### config.mk
export PLATFORM = sky130hd
export DESIGN_NAME = mdu_issue_ctrl_flat
export DESIGN_NICKNAME = d
export VERILOG_FILES = /design/src/rtl/mdu_issue_ctrl_if.sv /design/src/rtl/mdu_issue_ctrl.sv /design/src/flat_wrapper.sv
export SDC_FILE = /design/constraint.sdc
export NUM_CORES = 1
export LEC_CHECK = 0
export CAP_MARGIN = 20
export CORE_AREA = 2 2 183 185
export CTS_CLUSTER_SIZE = 40
export DETAILED_ROUTE_END_ITERATION = 16
export DIE_AREA = 0 0 185 187
export PLACE_DENSITY = 0.66
export SLEW_MARGIN = 15
export SYNTH_ARGS = -nofsm -noshare
export SYNTH_HDL_FRONTEND = slang
export SYNTH_SLANG_ARGS = --single-unit
### constraint.sdc
create_clock -name clk -period 2.6 [get_ports clk]
set_input_delay 0.52 -clock clk [delete_from_list [all_inputs] [get_ports clk]]
set_output_delay 0.52 -clock clk [all_outputs]
set_load 0.03 [all_outputs]
### src/rtl/mdu_issue_ctrl_if.sv
// Handshake bundle for mdu_issue_ctrl: EX-side request, MDU launch/return, and
// the stall/result signals handed back to the pipeline.
interface mdu_issue_ctrl_if #(
    parameter int XLEN = 64
);
    // EX-side request
    logic            issue;
    logic [2:0]      sel;
    logic            word;
    logic [XLEN-1:0] src1;
    logic [XLEN-1:0] src2;
    logic            flush;
    logic            mem_stall;
    // MDU side
    logic            mdu_start;
    logic [3:0]      mdu_op;
    logic [XLEN-1:0] mdu_a;
    logic [XLEN-1:0] mdu_b;
    logic            mdu_kill;
    logic            mdu_done;
    logic [XLEN-1:0] mdu_lo;
    logic [XLEN-1:0] mdu_hi;
    // pipeline side
    logic            stall;
    logic            result_valid;
    logic [XLEN-1:0] result;

    // environment: EX pipeline plus the MDU itself
    modport master (
        output issue, sel, word, src1, src2, flush, mem_stall,
        output mdu_done, mdu_lo, mdu_hi,
        input  mdu_start, mdu_op, mdu_a, mdu_b, mdu_kill,
        input  stall, result_valid, result
    );

    // the sequencing controller
    modport slave (
        input  issue, sel, word, src1, src2, flush, mem_stall,
        input  mdu_done, mdu_lo, mdu_hi,
        output mdu_start, mdu_op, mdu_a, mdu_b, mdu_kill,
        output stall, result_valid, result
    );
endinterface

### src/rtl/mdu_issue_ctrl.sv
// mdu_issue_ctrl: EX-stage sequencer for the shared iterative mul/div unit.
// Launches the MDU, stalls PC/ID/EX while it runs, resolves RISC-V divide-by-zero
// and signed-overflow locally, and formats the rd value (W variants sign-extended).
// Optional macro MDU_REUSE_EN: one-entry cache of the last MDU div/rem so that a
// matching div/rem pair (e.g. div then rem of the same operands) skips the MDU.
module mdu_issue_ctrl #(
    parameter int XLEN = 64
) (
    input  logic           clk,
    input  logic           rst_n,
    mdu_issue_ctrl_if.slave bus
);
    typedef enum logic [1:0] {IDLE, START, WAIT, DONE} state_t;

    localparam logic [XLEN-1:0] MIN_NEG = {1'b1, {(XLEN-1){1'b0}}};

    state_t          state, state_nx;
    logic            stall_c;
    logic            start_q, kill_q, valid_q;
    logic [3:0]      op_q;
    logic [XLEN-1:0] a_q, b_q, result_q;

    logic            accept, is_div, sgn, dz, ovf, special, hit, in_flight;
    logic [XLEN-1:0] spec_lo, spec_hi, fast_lo, fast_hi;

    // lo carries product-low/quotient, hi carries product-high/remainder
    function automatic logic [XLEN-1:0] fmt(input logic [2:0] sel, input logic word,
                                            input logic [XLEN-1:0] lo, input logic [XLEN-1:0] hi);
        logic [XLEN-1:0] v;
        v = (sel == 3'b000 || sel[2:1] == 2'b10) ? lo : hi;
        if (word) v = {{(XLEN-32){v[31]}}, v[31:0]};
        return v;
    endfunction

    assign accept    = (state == IDLE) && bus.issue && !bus.flush;
    assign in_flight = (state == START) || (state == WAIT);
    assign is_div    = bus.sel[2];
    assign sgn       = ~bus.sel[0];

    // Special cases judged on the operand width actually used by the op
    assign dz = bus.word ? (bus.src2[31:0] == 32'd0) : (bus.src2 == '0);
    assign ovf = sgn && (bus.word ? (bus.src1[31:0] == 32'h8000_0000 && bus.src2[31:0] == 32'hFFFF_FFFF)
                                  : (bus.src1 == MIN_NEG && bus.src2 == {XLEN{1'b1}}));
    assign special = is_div && (dz || ovf);
    // dz: q = all ones, r = dividend; overflow: q = dividend, r = 0
    assign spec_lo = dz ? {XLEN{1'b1}} : bus.src1;
    assign spec_hi = dz ? bus.src1 : '0;

`ifdef MDU_REUSE_EN
    logic            c_vld, c_sgn, c_word;
    logic [XLEN-1:0] c_a, c_b, c_lo, c_hi;

    // div and rem share one entry: the MDU produces both halves in one run
    assign hit = c_vld && is_div && (c_sgn == sgn) && (c_word == bus.word) &&
                 (c_a == bus.src1) && (c_b == bus.src2);
    assign fast_lo = special ? spec_lo : c_lo;
    assign fast_hi = special ? spec_hi : c_hi;

    // Capture each real div/rem completion; an aborted or reset op leaves nothing behind
    always_ff @(posedge clk or negedge rst_n) begin
        if (!rst_n) begin
            c_vld  <= 1'b0;
            c_sgn  <= 1'b0;
            c_word <= 1'b0;
            c_a    <= '0;
            c_b    <= '0;
            c_lo   <= '0;
            c_hi   <= '0;
        end else if (bus.flush && in_flight) begin
            c_vld <= 1'b0;
        end else if (state == WAIT && bus.mdu_done && op_q[2]) begin
            c_vld  <= 1'b1;
            c_sgn  <= ~op_q[0];
            c_word <= op_q[3];
            c_a    <= a_q;
            c_b    <= b_q;
            c_lo   <= bus.mdu_lo;
            c_hi   <= bus.mdu_hi;
        end
    end
`else
    assign hit     = 1'b0;
    assign fast_lo = spec_lo;
    assign fast_hi = spec_hi;
`endif

    // State register
    always_ff @(posedge clk or negedge rst_n) begin
        if (!rst_n) state <= IDLE;
        else        state <= state_nx;
    end

    // Next state and pipeline stall; flush overrides accept and done
    always_comb begin
        state_nx = state;
        stall_c  = 1'b0;
        case (state)
            IDLE: begin
                stall_c = bus.issue;
                if (accept) state_nx = (special || hit) ? DONE : START;
            end
            START: begin
                stall_c  = 1'b1;
                state_nx = WAIT;
            end
            WAIT: begin
                stall_c = 1'b1;
                if (bus.mdu_done) state_nx = DONE;
            end
            DONE: begin
                if (!bus.mem_stall) state_nx = IDLE;
            end
            default: state_nx = IDLE;
        endcase
        if (bus.flush) state_nx = IDLE;
    end

    // Registered outputs: launch/kill pulses, operand latch, formatted result
    always_ff @(posedge clk or negedge rst_n) begin
        if (!rst_n) begin
            start_q  <= 1'b0;
            kill_q   <= 1'b0;
            valid_q  <= 1'b0;
            op_q     <= '0;
            a_q      <= '0;
            b_q      <= '0;
            result_q <= '0;
        end else begin
            start_q <= (state_nx == START);
            valid_q <= (state_nx == DONE);
            kill_q  <= bus.flush && in_flight;
            if (accept) begin
                op_q <= {bus.word, bus.sel};
                a_q  <= bus.src1;
                b_q  <= bus.src2;
                if (special || hit) result_q <= fmt(bus.sel, bus.word, fast_lo, fast_hi);
            end
            if (state == WAIT && bus.mdu_done && !bus.flush)
                result_q <= fmt(op_q[2:0], op_q[3], bus.mdu_lo, bus.mdu_hi);
        end
    end

    assign bus.stall        = stall_c && rst_n;
    assign bus.mdu_start    = start_q;
    assign bus.mdu_kill     = kill_q;
    assign bus.mdu_op       = op_q;
    assign bus.mdu_a        = a_q;
    assign bus.mdu_b        = b_q;
    assign bus.result_valid = valid_q;
    assign bus.result       = result_q;
endmodule

### src/flat_wrapper.sv
// flat-port wrapper written by rule: the top's interface ports become plain ports
module mdu_issue_ctrl_flat 
#(
    parameter int XLEN = 64
)
  (clk, rst_n, bus_issue, bus_sel, bus_word, bus_src1, bus_src2, bus_flush, bus_mem_stall, bus_mdu_done, bus_mdu_lo, bus_mdu_hi, bus_mdu_start, bus_mdu_op, bus_mdu_a, bus_mdu_b, bus_mdu_kill, bus_stall, bus_result_valid, bus_result);
  mdu_issue_ctrl_if #(.XLEN(XLEN)) bus_i ();
  input  logic clk;
  input  logic rst_n;
  input wire logic [$bits(bus_i.issue)-1:0] bus_issue;
  input wire logic [$bits(bus_i.sel)-1:0] bus_sel;
  input wire logic [$bits(bus_i.word)-1:0] bus_word;
  input wire logic [$bits(bus_i.src1)-1:0] bus_src1;
  input wire logic [$bits(bus_i.src2)-1:0] bus_src2;
  input wire logic [$bits(bus_i.flush)-1:0] bus_flush;
  input wire logic [$bits(bus_i.mem_stall)-1:0] bus_mem_stall;
  input wire logic [$bits(bus_i.mdu_done)-1:0] bus_mdu_done;
  input wire logic [$bits(bus_i.mdu_lo)-1:0] bus_mdu_lo;
  input wire logic [$bits(bus_i.mdu_hi)-1:0] bus_mdu_hi;
  output wire logic [$bits(bus_i.mdu_start)-1:0] bus_mdu_start;
  output wire logic [$bits(bus_i.mdu_op)-1:0] bus_mdu_op;
  output wire logic [$bits(bus_i.mdu_a)-1:0] bus_mdu_a;
  output wire logic [$bits(bus_i.mdu_b)-1:0] bus_mdu_b;
  output wire logic [$bits(bus_i.mdu_kill)-1:0] bus_mdu_kill;
  output wire logic [$bits(bus_i.stall)-1:0] bus_stall;
  output wire logic [$bits(bus_i.result_valid)-1:0] bus_result_valid;
  output wire logic [$bits(bus_i.result)-1:0] bus_result;
  assign bus_i.issue = bus_issue;
  assign bus_i.sel = bus_sel;
  assign bus_i.word = bus_word;
  assign bus_i.src1 = bus_src1;
  assign bus_i.src2 = bus_src2;
  assign bus_i.flush = bus_flush;
  assign bus_i.mem_stall = bus_mem_stall;
  assign bus_i.mdu_done = bus_mdu_done;
  assign bus_i.mdu_lo = bus_mdu_lo;
  assign bus_i.mdu_hi = bus_mdu_hi;
  assign bus_mdu_start = bus_i.mdu_start;
  assign bus_mdu_op = bus_i.mdu_op;
  assign bus_mdu_a = bus_i.mdu_a;
  assign bus_mdu_b = bus_i.mdu_b;
  assign bus_mdu_kill = bus_i.mdu_kill;
  assign bus_stall = bus_i.stall;
  assign bus_result_valid = bus_i.result_valid;
  assign bus_result = bus_i.result;
  mdu_issue_ctrl #(.XLEN(XLEN)) u_core (.clk(clk), .rst_n(rst_n), .bus(bus_i));
endmodule
# Word-level counts from Yosys, hierarchy flattened
# Index checks and enable logic that the tools add are counted.
# classes
eq_ne	11
muxes	18
bitwise	1
reduce_logical	24
# op_table
cell	n
2-to-1 mux 64 bit	9
equality test 64 bit, second input constant	2
equality test 32 bit, second input constant	2
logical NOT 64 bit	1
logical NOT 32 bit	1
equality test 2 bit, second input constant	5
logical AND 1 bit	10
2-to-1 mux 2 bit	5
case mux 2 bit (4 select lines)	1
logical NOT 3 bit	2
equality test 2 x 1 -> 1 bit, second input constant	2
logical OR 1 bit	4
nonzero test 2 bit	2
logical NOT 2 bit	1
2-to-1 mux 1 bit	2
case mux 1 bit (2 select lines)	1
AND reduction 2 bit	1
OR reduction 2 bit	1
logical NOT 1 bit	1
inverter 1 bit	1
# totals
ff_bits	201
out_inout_bits	200
wordCells	62

# Longest topological paths before layout
# logic_depth
depth_word	11
ltp_mapped	10

# Worst setup path before layout
# Ideal clock, no wire load.
# synth_timing
path_type	in2reg
start	input bus_src1[1]
end	register u_core.result_q[0], in the netlist u_core.bus.result[0]
setup_ns	0.125
arrival_ns	2.484
required_time_ns	2.475
path_slack_ns	-0.009
path_stages	7
n_path_buf	1
path_cell_list	or4_4 -> nor4_2 -> nand4_1 -> or4_4 -> nand3_4 -> buf_12 -> mux2_4
# synth_via
elab_chain_cells	8
word_cells_on_any_way	10
# synth_rtl
element	line_no	source
from (decl)	flat_wrapper.sv:13	input wire logic [$bits(bus_i.src1)-1:0] bus_src1;
equality test 64 bit or equality test 32 bit (tied branches)	mdu_issue_ctrl.sv:43, mdu_issue_ctrl.sv:42	
logical AND 1 bit (on tied branches)	mdu_issue_ctrl.sv:43, mdu_issue_ctrl.sv:42	
2-to-1 mux 1 bit (*)	mdu_issue_ctrl.sv:42	assign ovf = sgn && (bus.word ? (bus.src1[31:0] == 32'h8000_0000 && bus.src2[31:0] == 32'hFFFF_FFFF)
logical AND 1 bit (*)	mdu_issue_ctrl.sv:42	
logical OR 1 bit (*)	mdu_issue_ctrl.sv:44	assign special = is_div && (dz || ovf);
logical AND 1 bit (*)	mdu_issue_ctrl.sv:44	
nonzero test 2 bit (no source line) (*)	--	
AND reduction 2 bit (no source line) (*)	--	
to (signal assigned)	mdu_issue_ctrl.sv:136	if (special || hit) result_q <= fmt(bus.sel, bus.word, fast_lo, fast_hi);
to (signal assigned)	mdu_issue_ctrl.sv:139	result_q <= fmt(op_q[2:0], op_q[3], bus.mdu_lo, bus.mdu_hi);
to (decl)	mdu_issue_ctrl.sv:21	logic [XLEN-1:0] a_q, b_q, result_q;
# Every way passes the cells marked *; elsewhere a longest branch is shown, timed or not.
# A chain may end at the register's enable or synchronous reset.

# Worst setup path in the final report
# layout_timing
start	input bus_src1[48]
end	register u_core.result_q[56], in the netlist u_core.bus.result[56]
# layout_via
elab_chain_cells	8
# layout_rtl
element	line_no	source
equality test 64 bit	mdu_issue_ctrl.sv:43	: (bus.src1 == MIN_NEG && bus.src2 == {XLEN{1'b1}}));
logical AND 1 bit	mdu_issue_ctrl.sv:43	
2-to-1 mux 1 bit	mdu_issue_ctrl.sv:42	
logical AND 1 bit	mdu_issue_ctrl.sv:42	
logical OR 1 bit	mdu_issue_ctrl.sv:44	
logical AND 1 bit	mdu_issue_ctrl.sv:44	
nonzero test 2 bit (no source line)	--	
AND reduction 2 bit (no source line)	--	
# No other way between the ends.

==> metrics.md <==
| Metric | Value |
|---|---|
| Status | finished, violations left |
| Failing checks | setup timing |
| Synth Instances | 1103 |
| Largest area contributor in the netlist | dfrtp_1 |
| Total CTS buffers | 24 |
| Share of the synthesized area in the top cell type | 0.479 |
| Crit path DAT | 3.02 ns |
| Max frequency | 0.383 GHz |
| Crit. End Element | flop |
| Most frequent cells in the layout | nand2_1, clkdlybuf4s50_1, dfrtp_1 |
| Final Setup Violations | 12 |
| Core ar. | approximately 0.033 sq mm |
| Root Driver | clkbuf_16 |
| Port buffer count | 465 |
| Fin crit share | 1.00 |
| Worst hold-check path type | in2reg |
| Pleak | 8.56 nW |
| Max-cap violation count | 0 |
| GRT overflow | 0 |
| First-pass GRT wire length | about 64 mm |
| Total GRT Usage | 0.238 |
| Share of cells above drive strength 1 | 0.227 |
| VDD IR max | roughly 0.54 mV |
| Die width | around 190 microns |
| Largest stage delay on the critical path | 0.53 ns |
| Routed WL per cell | 19.4 microns |
| Fin util | 0.542 |
| Clock buffer depth | 3 |
| RSZ-0062 raised after global routing | true |
| Netlist cell types | between 50 and 60 |
| Crit Path Category | in2reg |
| Initial DRC Count | roughly 520 |
| Final nets | between 1500 and 2000 |
| Leading cell type in the layout, fill and taps excluded | nand2_1 |
| TritonRoute pass-1 iters | 5 |
| Initial antenna violation count | 8 |
| Drt via density | 4.84 |
| Type of origin of the critical path | input pin |
| Synthesized cell area | approximately 0.011 sq mm |
| Vert. Die Dim | 187 microns |
| Syn_area_per_cell | 9.52 sq um |
| DRT antenna net count | 0 |
| Seq/Total Area, Yosys | 0.479 |
| PwrDens | 929 mW/mm^2 |
| Clock skew | 0.00762 ns |
| Post-DP HPWL | a little over 30 mm |
| Post-synth EDFFs | 0 |
| Final slew viol count | 0 |
| Final Instance Area | approximately 0.018 sq mm |
| Worst slack, placed | -0.914 ns |
| IO Pins | about 470 |
| Ranking of synthesized cells by area | dfrtp_1, nand2_1, mux2_4, mux2i_1, a221oi_1 |
| CTS sink cnt | 201 |
| Critical path's slowest cell | or4_4 |
| Main flop type after synthesis | dfrtp_1 |
| Later-pin clock latency in the skew report | around 0.52 ns |
| Synth-to-Final Area Change | 69.7% |
| Clock transition at path regs | 0.06 ns |
| Rel. slew slack | 0.445 |
| Tmin final | between 2 and 3 ns |
| # DRC | 0 |
| Post-Layout Cell Count | 2169 |
| Worst Path Required | 3.01 ns |
| Fin worst setup slack | -0.0103 ns |
| Final Hold Viols | 0 |
| Post-Place Cell Area | 0.0167 sq mm |
| Gpl congestion | 0.911 |
| Maximum fanout along the worst path | 6 |
| Die area | 0.0346 sq mm |
| Syn nets | ~1400 |
| WL final | 42.1 mm |
| Initial core utilization | 0.320 |
| Post-synthesis async set-or-reset flop share | 1.00 |
| Number of synthesis warnings | 0 |
| Num rows | 67 |
| CTS HTree Levels | 1 |
| Seq cells post-synth | 201 |
| Largest net degree at the start of global routing | 108 |
| Crit path cell chain | clkdlybuf4s50_1 -> nor4_1 -> and3_4 -> nand4_1 -> or4_4 -> nand3_4 -> buf_12 -> clkbuf_16 -> mux2_4 |
| Vias in the first global route | 11001 |
| TNS Setup | -0.0618 ns |
| TritonCTS clock tree | yes |
| Total number of vias | around 11000 |
| Worst Tran Pin Value | 0.832 ns |
| # placed instances | 2110 |
==> cells in the mapped netlist, types with 2 or more instances <==
cell,count
a21o_1,5
a21o_2,29
a21oi_1,40
a221oi_1,32
and2_1,2
and4_2,2
buf_1,6
buf_12,6
buf_2,2
buf_6,3
clkbuf_1,44
clkbuf_8,10
dfrtp_1,201
ha_1,4
inv_1,4
mux2_2,4
mux2_4,60
mux2i_1,31
nand2_1,463
nand3_1,2
nand4_1,20
nor2_1,5
nor3_1,3
nor4_1,29
nor4_2,2
nor4bb_1,2
o21ai_0,2
o22ai_1,31
or2b_2,30
or4_4,3
==> critical path, delay by kind of cell <==
| family | cells | cell delay [ns] |
|---|---|---|
| and+or+nand+nor | 5 | 1.44 |
| buffers and inverters | 3 | 0.75 |
| muxes | 1 | 0.30 |
==> per-layer routing <==
layer	global-route usage	part of all wire	vias up
met5	0	0.00057	-
met4	0.0989	0.043	4
met3	0.0586	0.071	96
met2	0.390	0.47	392
met1	0.300	0.42	5044
li1	-	-	4966
==> sequential cells by signal, summed over array words and instances, names as in the netlist <==
signal,count
u_core.bus.mdu_op,4
u_core.state,2
u_core.bus.mdu_kill,1
u_core.bus.result_valid,1
u_core.bus.mdu_start,1
u_core.bus.mdu_b,64
u_core.bus.mdu_a,64
u_core.bus.result,64
==> path summary, 6_finish.rpt <==
kind	startpoint	endpoint	slack, ns	cells past startpoint
max	bus_src1[48]	u_core.bus.result[56]	-0.01	9
min	bus_src1[18]	u_core.bus.mdu_a[18]	0.26	3
max reg2reg	u_core.state[1]	u_core.bus.result[56]	0.12	9
min reg2reg	u_core.bus.mdu_b[33]	u_core.bus.mdu_b[33]	0.47	2
max in group asynchronous	rst_n	u_core.bus.mdu_a[32]	1.13	3
min in group asynchronous	rst_n	u_core.bus.mdu_a[7]	0.44	2
==> metrics by stage <==
step / total power [mW] / hold slack (ns)
2_1_floorplan: 9.30 / 0.224
3_3_place_gp: 13.0 / 0.382
3_5_place_dp: 13.1 / 0.386
4_1_cts: 16.7 / 0.376
5_1_grt: 17.4 / 0.271
6_report: 16.6 / 0.260
==> final cells by class <==
class | instances | area, sq um
Fill cell | 3001 | 15000
Tap cell | 448 | 561
Inverter | 4 | 15.0
Clock inverter | 11 | 109
Antenna cell | 6 | 15.0
Clock buffer | 33 | 696
Multi-Input combinational cell | 824 | 5170
Sequential cell | 201 | 5030
Timing Repair Buffer | 642 | 6230
==> cells by family (layout without fill, tap and decap cells) <==
logic type / after synthesis / count (layout) / share of synthesized area
DFF: 201 / 201 / 0.479
AOI/OAI and AO/OA: 147 / 147 / 0.0993
muxes: 95 / 95 / 0.120
adders and majority gates: 4 / 4 / 0.00477
other: 0 / 6 / 0
buffers and inverters: 78 / 690 / 0.0505
and+or+nand+nor: 578 / 578 / 0.247
==> report_power, final <==
group | internal, mW | leakage (nW) | switching (mW)
Sequential | 4.23 | 2.56 | 0.679
Combinational | 3.64 | 5.59 | 4.56
Clock | 2.07 | 0.406 | 1.37
Total | 9.93 | 8.56 | 6.62
==> what timing repair did <==
action | 4_1_cts | 5_1_grt
buffers inserted | 7 | 1
gates cloned | 4 | 2
gates resized for setup | 88 | 66
setup endpoints to repair | 67 | 63
hold buffers | 1 | 0
pin swaps | 14 | 17
hold endpoints to repair | 25 | 0
(Power assumes the default switching activity.)
